## src/rtl/lsu_pkg.sv

```systemverilog
// Shared encodings for the load/store unit: access sizes, FSM states and the
// exception codes that the CP0 block also decodes.
package lsu_pkg;

  localparam logic [1:0] SZ_WORD = 2'b00;
  localparam logic [1:0] SZ_BYTE = 2'b01;
  localparam logic [1:0] SZ_HALF = 2'b10;
  localparam logic [1:0] SZ_ILL  = 2'b11;

  localparam logic [4:0] LSU_EXC_ADEL = 5'd4;
  localparam logic [4:0] LSU_EXC_ADES = 5'd5;
  localparam logic [4:0] LSU_EXC_DBE  = 5'd7;

  typedef enum logic [1:0] {
    ST_IDLE   = 2'd0,
    ST_ACCESS = 2'd1,
    ST_EXC    = 2'd2,
    ST_RESP   = 2'd3
  } state_e;

endpackage

```

## src/rtl/lsu_align_chk.sv

```systemverilog
// Size legality and natural-alignment check for a MIPS memory access.
// Purely combinational so CP0 can reuse it for instruction-fetch AdEL.
module lsu_align_chk
  import lsu_pkg::*;
#(
  parameter logic [4:0] EXC_ADEL = LSU_EXC_ADEL,
  parameter logic [4:0] EXC_ADES = LSU_EXC_ADES
) (
  input  logic       write,
  input  logic [1:0] size,
  input  logic [1:0] addrLo,
  output logic       ok,
  output logic [4:0] excCode
);

  always_comb begin
    // NOTE: every output gets a default first so no path through the
    // if/else chain can leave a value unassigned and infer a latch.
    ok      = 1'b1;
    excCode = write ? EXC_ADES : EXC_ADEL;
    if (size == SZ_ILL) begin
      ok = 1'b0;
    end else if (size == SZ_HALF && addrLo[0]) begin
      ok = 1'b0;
    end else if (size == SZ_WORD && addrLo != 2'b00) begin
      ok = 1'b0;
    end
  end

endmodule

```

## src/rtl/lsu_mem_ctrl.sv

```systemverilog
// Load/store control stage in front of dmem: one request at a time, address
// and size checks, dmem strobes for one cycle, single-cycle response pulse.
module lsu_mem_ctrl
  import lsu_pkg::*;
#(
  parameter logic [31:0] BASE_ADDR = 32'h0000_0000,
  parameter logic [4:0]  EXC_ADEL  = 5'd4,
  parameter logic [4:0]  EXC_ADES  = 5'd5,
  parameter logic [4:0]  EXC_DBE   = 5'd7
) (
  input  logic        clk,
  input  logic        rst,
  input  logic        reqValid,
  output logic        reqReady,
  input  logic        reqWrite,
  input  logic [1:0]  reqSize,
  input  logic        reqUnsigned,
  input  logic [31:0] reqAddr,
  input  logic [31:0] reqWdata,
  input  logic        flush,
  output logic        respValid,
  output logic [31:0] respRdata,
  output logic        respExc,
  output logic [4:0]  excCode,
  output logic [31:0] badVAddr,
  output logic        memRead,
  output logic        memWrite,
  output logic [1:0]  lsHB,
  output logic        lU,
  output logic [10:0] addr,
  output logic [31:0] Writedata,
  input  logic [31:0] Readdata
);

  state_e state_q, state_d;

  logic        chk_ok;
  logic [4:0]  chk_exc;
  logic        in_window;
  logic        accept;
  logic        req_ok;
  logic [4:0]  req_exc;

  logic        write_q;
  logic [31:0] vaddr_q;
  logic [4:0]  exc_pend_q;
  logic [10:0] addr_q;
  logic [1:0]  lshb_q;
  logic        lu_q;
  logic [31:0] wdata_q;
  logic [31:0] rdata_q;
  logic        resp_exc_q;
  logic [4:0]  exc_code_q;
  logic [31:0] bad_vaddr_q;

  lsu_align_chk #(
    .EXC_ADEL (EXC_ADEL),
    .EXC_ADES (EXC_ADES)
  ) u_align_chk (
    .write   (reqWrite),
    .size    (reqSize),
    .addrLo  (reqAddr[1:0]),
    .ok      (chk_ok),
    .excCode (chk_exc)
  );

  // Size/alignment faults take priority over the window check.
  assign in_window = (reqAddr[31:11] == BASE_ADDR[31:11]);
  assign accept    = (state_q == ST_IDLE) && reqValid && !flush;
  assign req_ok    = chk_ok && in_window;
  assign req_exc   = chk_ok ? EXC_DBE : chk_exc;

  always_ff @(posedge clk) begin
    if (rst) state_q <= ST_IDLE;
    else     state_q <= state_d;
  end

  always_comb begin
    state_d = state_q;
    unique case (state_q)
      ST_IDLE:   if (accept) state_d = req_ok ? ST_ACCESS : ST_EXC;
      ST_ACCESS: state_d = flush ? ST_IDLE : ST_RESP;
      ST_EXC:    state_d = flush ? ST_IDLE : ST_RESP;
      ST_RESP:   state_d = ST_IDLE;
      default:   state_d = ST_IDLE;
    endcase
  end

  // Strobes decode from state only; dmem commits a store at the falling edge
  // of ACCESS even if flush or rst ends the cycle.
  always_comb begin
    reqReady  = (state_q == ST_IDLE);
    memRead   = (state_q == ST_ACCESS) && !write_q;
    memWrite  = (state_q == ST_ACCESS) &&  write_q;
    respValid = (state_q == ST_RESP);
  end

  always_ff @(posedge clk) begin
    if (rst) begin
      write_q     <= 1'b0;
      vaddr_q     <= '0;
      exc_pend_q  <= '0;
      addr_q      <= '0;
      lshb_q      <= '0;
      lu_q        <= 1'b0;
      wdata_q     <= '0;
      rdata_q     <= '0;
      resp_exc_q  <= 1'b0;
      exc_code_q  <= '0;
      bad_vaddr_q <= '0;
    end else begin
      if (accept) begin
        write_q    <= reqWrite;
        vaddr_q    <= reqAddr;
        exc_pend_q <= req_exc;
        // dmem drive only changes for a legal access, so a faulting request
        // leaves the previous addr/lsHB/lU/Writedata in place.
        if (req_ok) begin
          addr_q  <= reqAddr[10:0];
          lshb_q  <= reqSize;
          lu_q    <= reqUnsigned;
          wdata_q <= reqWdata;
        end
      end
      if (state_q == ST_ACCESS && !flush) begin
        rdata_q    <= write_q ? 32'h0 : Readdata;
        resp_exc_q <= 1'b0;
      end
      if (state_q == ST_EXC && !flush) begin
        rdata_q     <= 32'h0;
        resp_exc_q  <= 1'b1;
        exc_code_q  <= exc_pend_q;
        bad_vaddr_q <= vaddr_q;
      end
    end
  end

  assign addr      = addr_q;
  assign lsHB      = lshb_q;
  assign lU        = lu_q;
  assign Writedata = wdata_q;
  assign respRdata = rdata_q;
  assign respExc   = resp_exc_q;
  assign excCode   = exc_code_q;
  assign badVAddr  = bad_vaddr_q;

endmodule

```

## config.mk

```make
export PLATFORM = sky130hd
export DESIGN_NAME = lsu_mem_ctrl
export DESIGN_NICKNAME = d
export VERILOG_FILES = /design/src/rtl/lsu_pkg.sv /design/src/rtl/lsu_align_chk.sv /design/src/rtl/lsu_mem_ctrl.sv
export SDC_FILE = /design/constraint.sdc
export NUM_CORES = 1
export LEC_CHECK = 0
export BUFFER_PORTS_ARGS = -buffer_cell sky130_fd_sc_hd__buf_2
export CAP_MARGIN = 5
export CORE_AREA = 2 2 131 95
export CTS_CLUSTER_SIZE = 24
export DETAILED_ROUTE_END_ITERATION = 8
export DIE_AREA = 0 0 133 97
export GPL_TIMING_DRIVEN = 0
export PLACE_DENSITY_LB_ADDON = 0.25
export SLEW_MARGIN = 0
export SYNTH_ARGS = -nofsm -noshare
export SYNTH_HDL_FRONTEND = slang
export SYNTH_SLANG_ARGS = --single-unit
export TNS_END_PERCENT = 50
```

## constraint.sdc

```tcl
create_clock -name clk -period 4.95 [get_ports clk]
set_input_delay 0.99 -clock clk [delete_from_list [all_inputs] [get_ports clk]]
set_output_delay 0.99 -clock clk [all_outputs]
set_load 0.02 [all_outputs]
```

Word-level counts from Yosys, hierarchy flattened. Cells that the tools add are included.

Register bits after elaboration: 156. Output and inout port bits: 120.

Eq/ne operators: 6. Multiplexer cells: 12. Reduce and logical (&&, ||, !) cells: 19.

Operators with widths (count): 32-bit 2-to-1 mux (1); 21-bit logical NOT (1); 1-bit logical AND (9); 2-bit == test, second input constant (4); 1-bit 2-to-1 mux (6); 2-bit 2-to-1 mux (3); 2-bit case mux with 3 select lines (1); 5-bit 2-to-1 mux (1); 2-bit logical NOT (2); 2-bit nonzero test (2); 2-bit OR reduction (2); 2-bit by 1-bit == test with 1-bit output, second input constant (1); 1-bit logical NOT (2); 2-bit by 1-bit != test with 1-bit output, second input constant (1); 2-bit AND reduction (1).

Depth between registers and ports, before layout. Gate-level depths: netlist of the first run.

Depth after elaboration: 9. Gate-level depth with buffers: 9. Mapped depth without buffers: 6.

Modules after synthesis. Synthesis of the first run repeated with hierarchy kept, for this count alone.

Cells, all modules: 732. Area total of the unflattened synthesis: 6029.5 sq um.

By module, submodules not included: lsu_mem_ctrl (instances 1, cells each 722, area each 5959.5 sq um, seq. area each 3123.0 sq um); lsu_align_chk (instances 1, cells each 10, area each 70.1 sq um, seq. area each 0.0 sq um).

Least setup slack after synthesis of the first run. OpenSTA, ideal clock, no wires.

Path type: input-to-reg. From: input reqAddr[11]. To: register wdata_q[10] (netlist: Writedata[10]). Library setup time: 0.072 ns. Arrival: 2.251 ns. Data required time: 4.878 ns. Path slack: 2.628 ns. Stages on the path: 6. Path through: nor4_1 -> nand4_1 -> nor4_4 -> buf_6 -> buf_12 -> mux2i_1.

Cells in the longest elaborated chain, start to end: 3.

Ends and longest elaborated chain: from (decl) (line lsu_mem_ctrl.sv:18) `input logic [31:0] reqAddr,`; 21-bit logical NOT (line lsu_mem_ctrl.sv:68) `assign in_window = (reqAddr[31:11] == BASE_ADDR[31:11]);`; 1-bit logical AND (line lsu_mem_ctrl.sv:70) `assign req_ok = chk_ok && in_window;`; 2-bit AND reduction (no source line); to (signal assigned) (line lsu_mem_ctrl.sv:122) `wdata_q <= reqWdata;`; to (decl) (line lsu_mem_ctrl.sv:50) `logic [31:0] wdata_q;`.

Every way passes these cells. A chain may end at the register's enable or synchronous reset.

Final worst setup path of the first run.
From: register write_q. To: output memWrite.

Cells in the longest elaborated chain, start to end: 1.

Ends and longest elaborated chain: from (decl) (line lsu_mem_ctrl.sv:44) `logic write_q;`; from (signal assigned) (line lsu_mem_ctrl.sv:113) `write_q <= reqWrite;`; 1-bit logical AND (line lsu_mem_ctrl.sv:94) `memWrite = (state_q == ST_ACCESS) && write_q;`; to (decl) (line lsu_mem_ctrl.sv:27) `output logic memWrite,`.

Every way passes these cells.

==> metrics.md, run 1 <==
| Metric | Value |
|---|---|
| Row Count | 33 |
| Maximum vdd drop | 297 µV |
| Initial DRC Count | 194 |
| Layout Cells excl Fill | 1104 |
| Initial antenna violation count | 0 |
| Cell Area, Placed | 0.00737 mm² |
| Tcrit/Tclk final | 0.560 |
| Most frequent cells in the layout | 220 x buf_2, 152 x dfxtp_1, 137 x nand2_1 |
| # diodes | 0 |
| Placed insts | 1072 |
| # DRC | 0 |
| Hold Violations, Final | 0 |
| Syn_area_per_cell | 8.75 µm² |
| Netlist cell types | 30 |
| Antenna-violating nets left | 0 |
| Setup TNS | 0 ps |
| Crit path DAT | 1780 ps |
| CTS tree | yes |
| Root Driver | clkbuf_16 |
| Input/output buffers | 220 |
| IO Pins | 224 |
| Worst stage delay on the critical path | 420 ps |
| Crit path launch type | flop |
| Worst rel slew slack | 0.542 |
| RSZ-0062 raised after global routing | false |
| CP dominant cell by count | clkbuf_1 |
| Crit. Startpoint | write_q |
| Routed via count | 5494 |
| Most common cell after layout, fill and taps aside | buf_2 |
| Vias in the first global route | 5167 |
| Setup Skew | 9.56 ps |
| Final WL | 15800 µm |
| Synth warn | 0 |
| Max Slew Vio Count | 0 |
| Critical Path Fanout Max | 10 |
| Fill cells | 970 |
| Die W | 133 µm |
| Die boundary height | 97 µm |
| DR WL/cell | 14.3 µm |
| Hold_buf cts | 0 |
| Finished Core Util | 0.697 |
| P per Cell Area | 403 mW/mm² |
| Max-cap viol count | 0 |
| CP Data Required Time | 3960 ps |
| Vias per Instance | 4.98 |
| CTS Buf Count | 17 |
| Reg-to-reg startpoint | state_q[0] |
| Detailed placer's ending HPWL | 11400 µm |
| Core box area | 0.0115 mm² |
| Min-delay src | vaddr_q[29] |
| Clk buf depth | 2 |
| Clock transition at path regs | 60 ps |
| Status | complete, no violations |
| Post-synthesis register bit count | 152 |
| Postcts setup bufs | 0 |
| CTS sink cnt | 152 |
| Post-Syn Instances | 694 |
| Pleak | 3.40 nW |
| Setup Crit Path Kind | flop to output pin |
| Share of layout cells above drive strength 1 | 0.277 |
| Critical path endpoint category | output pin |
| Worst Tran Pin Value | 684 ps |
| Worst path slowest cell | clkbuf_1 |
| Fin area | 0.00803 mm² |
| P&R area growth vs syn | 32.3% |
| Nets | 1043 |
| Critical path cell sequence | clkbuf_1, clkbuf_1, and2_1, buf_2 |
| Die ar. | 0.0129 mm² |
| Largest net degree at the start of global routing | 17 |
| Drt pass-1 iters | 5 |
| GRT overflow | 0 |
| Sequential element share of the synthesized area | 0.501 |
| Max Clock Freq | 361 MHz |
| Initial Util | 0.527 |
| WHS | 451 ps |
| Post-cts sizing count | 0 |
| All-Layer GR Usage | 0.247 |
| Mapped cell area | 0.00607 mm² |
| Worst skew pair latency | 420 ps |
| Period minus WS final | 2770 ps |
| Number of H-tree levels | 4 |
| First-pass GRT wire length | 25700 µm |
| # setup viols final | 0 |
| Routability cong. | 0.861 |
| Worst hold path class | flop to flop |
[worst max-delay path, delay by kind of cell, from the launching register on]
| kind | cells | cell delay (ps) |
|---|---|---|
| buffers and inverters | 3 | 870 |
| and+or+nand+nor | 1 | 190 |
| DFF | 1 | 300 |
[cells in the mapped netlist]
master / n / area [µm²]
o31ai_1: 1 / 7.51
mux2i_1: 46 / 460
a21oi_1: 103 / 515
dfxtp_1: 152 / 3040
or2_0: 1 / 6.26
and2_1: 1 / 6.26
a211oi_1: 3 / 22.5
buf_6: 2 / 22.5
and3_1: 1 / 6.26
nor4_4: 1 / 21.3
buf_12: 4 / 80.1
inv_2: 1 / 3.75
a21o_1: 1 / 7.51
nor2b_1: 3 / 18.8
o21a_1: 1 / 7.51
nand2b_1: 96 / 601
nor3b_1: 33 / 248
ha_1: 5 / 62.6
a31oi_1: 1 / 6.26
clkbuf_1: 40 / 150
nand2b_4: 1 / 13.8
inv_1: 3 / 11.3
buf_1: 6 / 22.5
buf_4: 2 / 15.0
nor2_1: 41 / 154
nor3_1: 1 / 5.00
conb_1: 1 / 3.75
nand2_1: 137 / 514
nand4_1: 1 / 6.26
nor4_1: 5 / 31.3
[flip-flops by register name (all words and copies together) (netlist names)]
| signal | cells |
|---|---|
| state_q | 2 |
| excCode | 3 |
| exc_pend_q | 3 |
| lsHB | 2 |
| lU | 1 |
| badVAddr | 32 |
| addr | 11 |
| write_q | 1 |
| Writedata | 32 |
| vaddr_q | 32 |
| respRdata | 32 |
| respExc | 1 |
[metal layers]
layer	track usage	wire, µm	vias to the layer above
met5	0	0	-
met4	0.0653	184	0
met3	0.0676	987	17
met2	0.391	7050	180
met1	0.334	7610	2546
li1	-	-	2751
[logic make-up (layout without fill, tap and decap cells)]
group	Yosys count	count (layout)	share of synthesized area
AOI/OAI and AO/OA	110	110	0.0933
adders and majority gates	5	5	0.0103
buffers and inverters	58	310	0.0503
DFF	152	152	0.501
muxes	46	46	0.0758
other	1	2	0.000617
and+or+nand+nor	322	322	0.269
[power by group]
| group | total, mW | switching [mW] | internal (mW) |
|---|---|---|---|
| sequential | 1.32 | 0.0337 | 1.29 |
| clock | 1.44 | 0.524 | 0.915 |
| combinational | 0.482 | 0.312 | 0.170 |
[worst paths after layout]
path / endpoint / slack [ps] / cells after the start
setup / recovery: memWrite / 2180 / 4
setup reg to reg: write_q / 2750 / 7
hold / removal: badVAddr[29] / 450 / 2
hold reg to reg: badVAddr[29] / 450 / 2
[stage by stage]
stage               setup slack [ps]  power (mW)
floorplan                       2630        1.66
global placement                2050        1.81
detailed placement              2030        1.82
CTS                             2160        3.26
global route                    2000        3.37
finish                          2180        3.24
[cell type report]
class                   instances  area [µm²]  share of cell area
flip-flops and latches        152        3040               0.379
multi-input cells             485        2730               0.340
repair buffers                220        1100               0.137
clock buffers                  19         443              0.0551
plain buffers                  54         290              0.0361
clock inverters                13         216              0.0269
well taps                     157         196              0.0245
inverters                       4        15.0             0.00187
(Power assumes the default switching activity.)
==> run 2, diff against run 1 <==
- CORE_AREA: 2 2 131 95 -> 2 2 144 104
- DIE_AREA: 0 0 133 97 -> 0 0 146 106
- clock period: 4.95 -> 2.5 ns (I/O delays scaled with it)
==> metrics.md, run 2 (same netlist as run 1, synthesis figures left out) <==
| Metric | Value |
|---|---|
| Die boundary height | 106 µm |
| Worst R2R Setup Slack | 340 ps |
| Crit path DAT | 1780 ps |
| Max-cap viol count | 0 |
| CTS tree | yes |
| Vias in the first global route | 4997 |
| Most frequent cells in the layout | 220 x buf_2, 152 x dfxtp_1, 137 x nand2_1 |
| Routability cong. | 0.782 |
| Drt pass-1 iters | 4 |
| Setup Crit Path Kind | flop to output pin |
| Tcrit/Tclk final | 0.913 |
| Worst Setup EP | memWrite |
| Initial antenna violation count | 0 |
| First-pass GRT wire length | 25000 µm |
| P per Cell Area | 747 mW/mm² |
| Worst stage delay on the critical path | 430 ps |
| Finished Core Util | 0.560 |
| FF-to-FF End | Writedata[15] |
| Max Clock Freq | 438 MHz |
| Hold_buf cts | 0 |
| Critical path endpoint category | output pin |
| DR WL/cell | 13.7 µm |
| Maximum vdd drop | 403 µV |
| Worst rel slew slack | 0.564 |
| Period minus WS final | 2280 ps |
| Die W | 146 µm |
| Crit. Startpoint | write_q |
| Nets | 1043 |
| Core box area | 0.0143 mm² |
| Worst Tran Pin Value | 652 ps |
| Initial DRC Count | 265 |
| # diodes | 0 |
| Row Count | 37 |
| Critical path cell sequence | clkbuf_1, clkbuf_1, and2_1, buf_2 |
| Max Slew Vio Count | 0 |
| Detailed placer's ending HPWL | 11600 µm |
| Input/output buffers | 220 |
| Setup Skew | 12.7 ps |
| Critical Path Fanout Max | 10 |
| CP dominant cell by count | clkbuf_1 |
| RSZ-0062 raised after global routing | false |
| Share of layout cells above drive strength 1 | 0.278 |
| Crit path depth | 4 |
| # DRC | 0 |
| All-Layer GR Usage | 0.200 |
| WP buf/inv | 3 |
| Initial Util | 0.426 |
| Worst hold path class | input port to flop |
| Cell count of the worst reg-to-reg path | 9 |
| Root Driver | clkbuf_16 |
| Routed via count | 5340 |
| Die ar. | 0.0155 mm² |
| P&R area growth vs syn | 31.5% |
| Worst path slowest cell | clkbuf_1 |
| # setup viols final | 0 |
| Final WL | 15600 µm |
| Setup TNS | 0 ps |
| Number of H-tree levels | 4 |
| Antenna-violating nets left | 0 |
| Reg-to-reg startpoint | state_q[0] |
| Largest net degree at the start of global routing | 17 |
| Delay-heaviest family, CP | buffers and inverters |
| Vias per Instance | 4.68 |
| Clk buf depth | 2 |
| Postcts setup bufs | 0 |
| Clock transition at path regs | 60 ps |
| CTS Buf Count | 17 |
| Status | complete, no violations |
| IO Pins | 224 |
| Worst skew pair latency | 410 ps |
| CTS sink cnt | 152 |
| Post-cts sizing count | 0 |
| Hold Violations, Final | 0 |
| Pleak | 3.36 nW |
| GRT overflow | 0 |
| Crit path launch type | flop |
| CP Data Required Time | 2000 ps |
| Most common cell after layout, fill and taps aside | buf_2 |
-- run 2: worst min-delay path, delay by kind of cell --
family,cells,cell delay (ps)
and+or+nand+nor,1,50
buffers and inverters,1,110
AOI/OAI and AO/OA,1,50
-- run 2: cell type report --
cell class              count  area, µm²
inverters                   4       15.0
fillers                  1364       6270
flip-flops and latches    152       3040
clock buffers              18        439
multi-input cells         485       2730
repair buffers            220       1100
well taps                 195        244
clock inverters            14        124
plain buffers              54        290
-- run 2: report_power, final --
part           switching (mW)  internal, mW  leakage [nW]
Clock                    1.01          1.40         0.269
Sequential             0.0622          2.55          1.23
Combinational           0.609         0.337          1.86
-- run 2: through the flow --
stage	total power, mW	hold slack, ps	cells	cell area (µm²)	worst slack (ps)
6_report	5.97	332	1142	7990	217
5_1_grt	6.26	326	1142	7990	73.7
4_1_cts	6.03	317	1142	7990	191
3_5_place_dp	3.61	443	1110	7420	99.7
3_3_place_gp	3.61	440	1110	7420	108
2_1_floorplan	3.28	432	695	6080	464
-- run 2: worst min path at each step --
stage / startpoint / end / slack, ps / cells after the start
floorplan: vaddr_q[0] / badVAddr[0] / 430 / 2
global placement: badVAddr[6] / badVAddr[6] / 440 / 2
detailed placement: badVAddr[6] / badVAddr[6] / 440 / 2
CTS: reqAddr[15] / vaddr_q[15] / 320 / 3
global route: reqAddr[12] / vaddr_q[12] / 330 / 3
finish: reqAddr[15] / vaddr_q[15] / 330 / 3
-- run 2: per-layer routing --
layer,track usage,share of wire,vias up
met1,0.285,0.50,2421
met5,0,0,-
li1,-,-,2743
met3,0.0567,0.064,12
met4,0.0576,0.0077,0
met2,0.296,0.43,164
==> run 3, diff against run 2 <==
- REMOVE_ABC_BUFFERS: unset -> 1
==> metrics.md, run 3 (same netlist as run 1, synthesis figures left out) <==
| Metric | Value |
|---|---|
| P per Cell Area | 772 mW/mm² |
| Tcrit/Tclk final | 0.891 |
| Vias per Instance | 4.64 |
| Antenna-violating nets left | 0 |
| Worst path slowest cell | or2_4 |
| Finished Core Util | 0.555 |
| CTS sink cnt | 152 |
| # DRC | 0 |
| GRT overflow | 0 |
| Fin area | 0.00791 mm² |
| DR WL/cell | 13.1 µm |
| Most frequent cells in the layout | 220 x buf_2, 151 x dfxtp_1, 137 x nand2_1 |
| Critical path cell sequence | inv_1, ha_1, inv_2, or2_4, nor4_4, buf_8, buf_6, buf_8, mux2i_1 |
| Vias in the first global route | 4903 |
| Die W | 146 µm |
| Max Clock Freq | 449 MHz |
| Worst stage delay on the critical path | 360 ps |
| Die ar. | 0.0155 mm² |
| Worst Tran Pin Value | 946 ps |
| Root Driver | clkbuf_16 |
| Detailed placer's ending HPWL | 9690 µm |
| RSZ-0062 raised after global routing | false |
| Worst hold path class | input port to flop |
| Worst R2R Setup Slack | 270 ps |
| Critical Path Fanout Max | 18 |
| Row Count | 37 |
| Setup Crit Path Kind | flop to flop |
| Crit path launch type | flop |
| Core box area | 0.0143 mm² |
| Delay-heaviest family, CP | buffers and inverters |
| Drt pass-1 iters | 4 |
| Input/output buffers | 221 |
| Worst skew pair latency | 410 ps |
| Clk buf depth | 2 |
| First-pass GRT wire length | 24000 µm |
| P&R area growth vs syn | 30.2% |
| Largest net degree at the start of global routing | 104 |
| Nets | 999 |
| Status | complete, no violations |
| CTS Buf Count | 17 |
| Crit path DAT | 2560 ps |
| CTS tree | yes |
| Crit path depth | 9 |
| Die boundary height | 106 µm |
| Initial Util | 0.426 |
| Max-cap viol count | 0 |
| Routed via count | 5091 |
| All-Layer GR Usage | 0.188 |
| IO Pins | 224 |
| Number of H-tree levels | 4 |
| Cell Area, Placed | 0.00729 mm² |
| WHS Path Cells | 3 |
| Pleak | 3.36 nW |
| CP Data Required Time | 2840 ps |
| Cell count of the worst reg-to-reg path | 9 |
| Maximum vdd drop | 401 µV |
| Most common cell after layout, fill and taps aside | buf_2 |
| Max Slew Vio Count | 0 |
| Final WL | 14300 µm |
| Clock transition at path regs | 70 ps |
| Period minus WS final | 2230 ps |
| # setup viols final | 0 |
| # diodes | 0 |
| Initial antenna violation count | 0 |
| WP buf/inv | 5 |
| CP dominant cell by count | buf_8 |
| Setup Skew | 8.67 ps |
| Initial DRC Count | 201 |
| Share of layout cells above drive strength 1 | 0.301 |
| Worst rel slew slack | 0.368 |
| Routability cong. | 0.760 |
| Critical path endpoint category | flop |
| Hold Violations, Final | 0 |
[run 3: cell count changes in the layout (fill, tap and decap cells not counted), sizes merged]
cell and change:
clkinvlp -4, clkinv -3, clkbuf -41, buf -4
inv +8
[run 3: repair_timing]
item | in CTS | in global routing
pin swaps | 1 | 0
buffers inserted | 1 | 0
hold buffers | 0 | 0
setup endpoints to repair | 74 | 19
hold endpoints to repair | 0 | 0
gates resized for setup | 2 | 2
[run 3: worst paths after layout]
kind / start / to
worst max-delay path: state_q[0] / Writedata[4]
worst min register to register: vaddr_q[15] / badVAddr[15]
worst max register to register: state_q[0] / Writedata[4]
worst min-delay path: reqWrite / write_q
[run 3: power by group]
group	internal, mW	leakage (nW)	switching, mW	total [mW]
Sequential	2.55	1.23	0.0751	2.62
Combinational	0.330	1.83	0.580	0.910
Clock	1.44	0.298	1.14	2.58
Total	4.32	3.36	1.79	6.11
[run 3: stage by stage]
| step | hold slack (ps) | TNS (ps) | worst slack (ps) | power [mW] | cells |
|---|---|---|---|---|---|
| floorplan | 426 | -81620 | -1770 | 3.21 | 641 |
| global placement | 439 | -228980 | -3160 | 3.55 | 1057 |
| detailed placement | 443 | -18150 | -434 | 3.59 | 1065 |
| CTS | 317 | 0 | 45.8 | 6.20 | 1098 |
| global route | 326 | 0 | 18.4 | 6.42 | 1098 |
| finish | 338 | 0 | 273 | 6.11 | 1098 |
[run 3: final cells by class]
class,instances,area (µm²)
fill,1378,6350
sequential,152,3040
multi-input combinational,485,2750
timing repair buffer,230,1250
clock buffer,17,425
tap,195,244
clock inverter,15,175
inverter,4,15.0
[run 3: worst min-delay path: cells and delay by family]
kind                   cells  cell delay, ps
AO/OA/AOI/OAI              1              50
buffers and inverters      1             100
AND/OR/NAND/NOR            1              50
[run 3: metal layers]
layer  global-route usage  share of wire  vias up  wire, µm
met2                0.298           0.45      111      6490
li1                     -              -     2659         -
met3               0.0455          0.050       16       722
met1                0.252           0.49     2305      6960
met5                    0              0        -         0
met4               0.0645          0.012        0       172
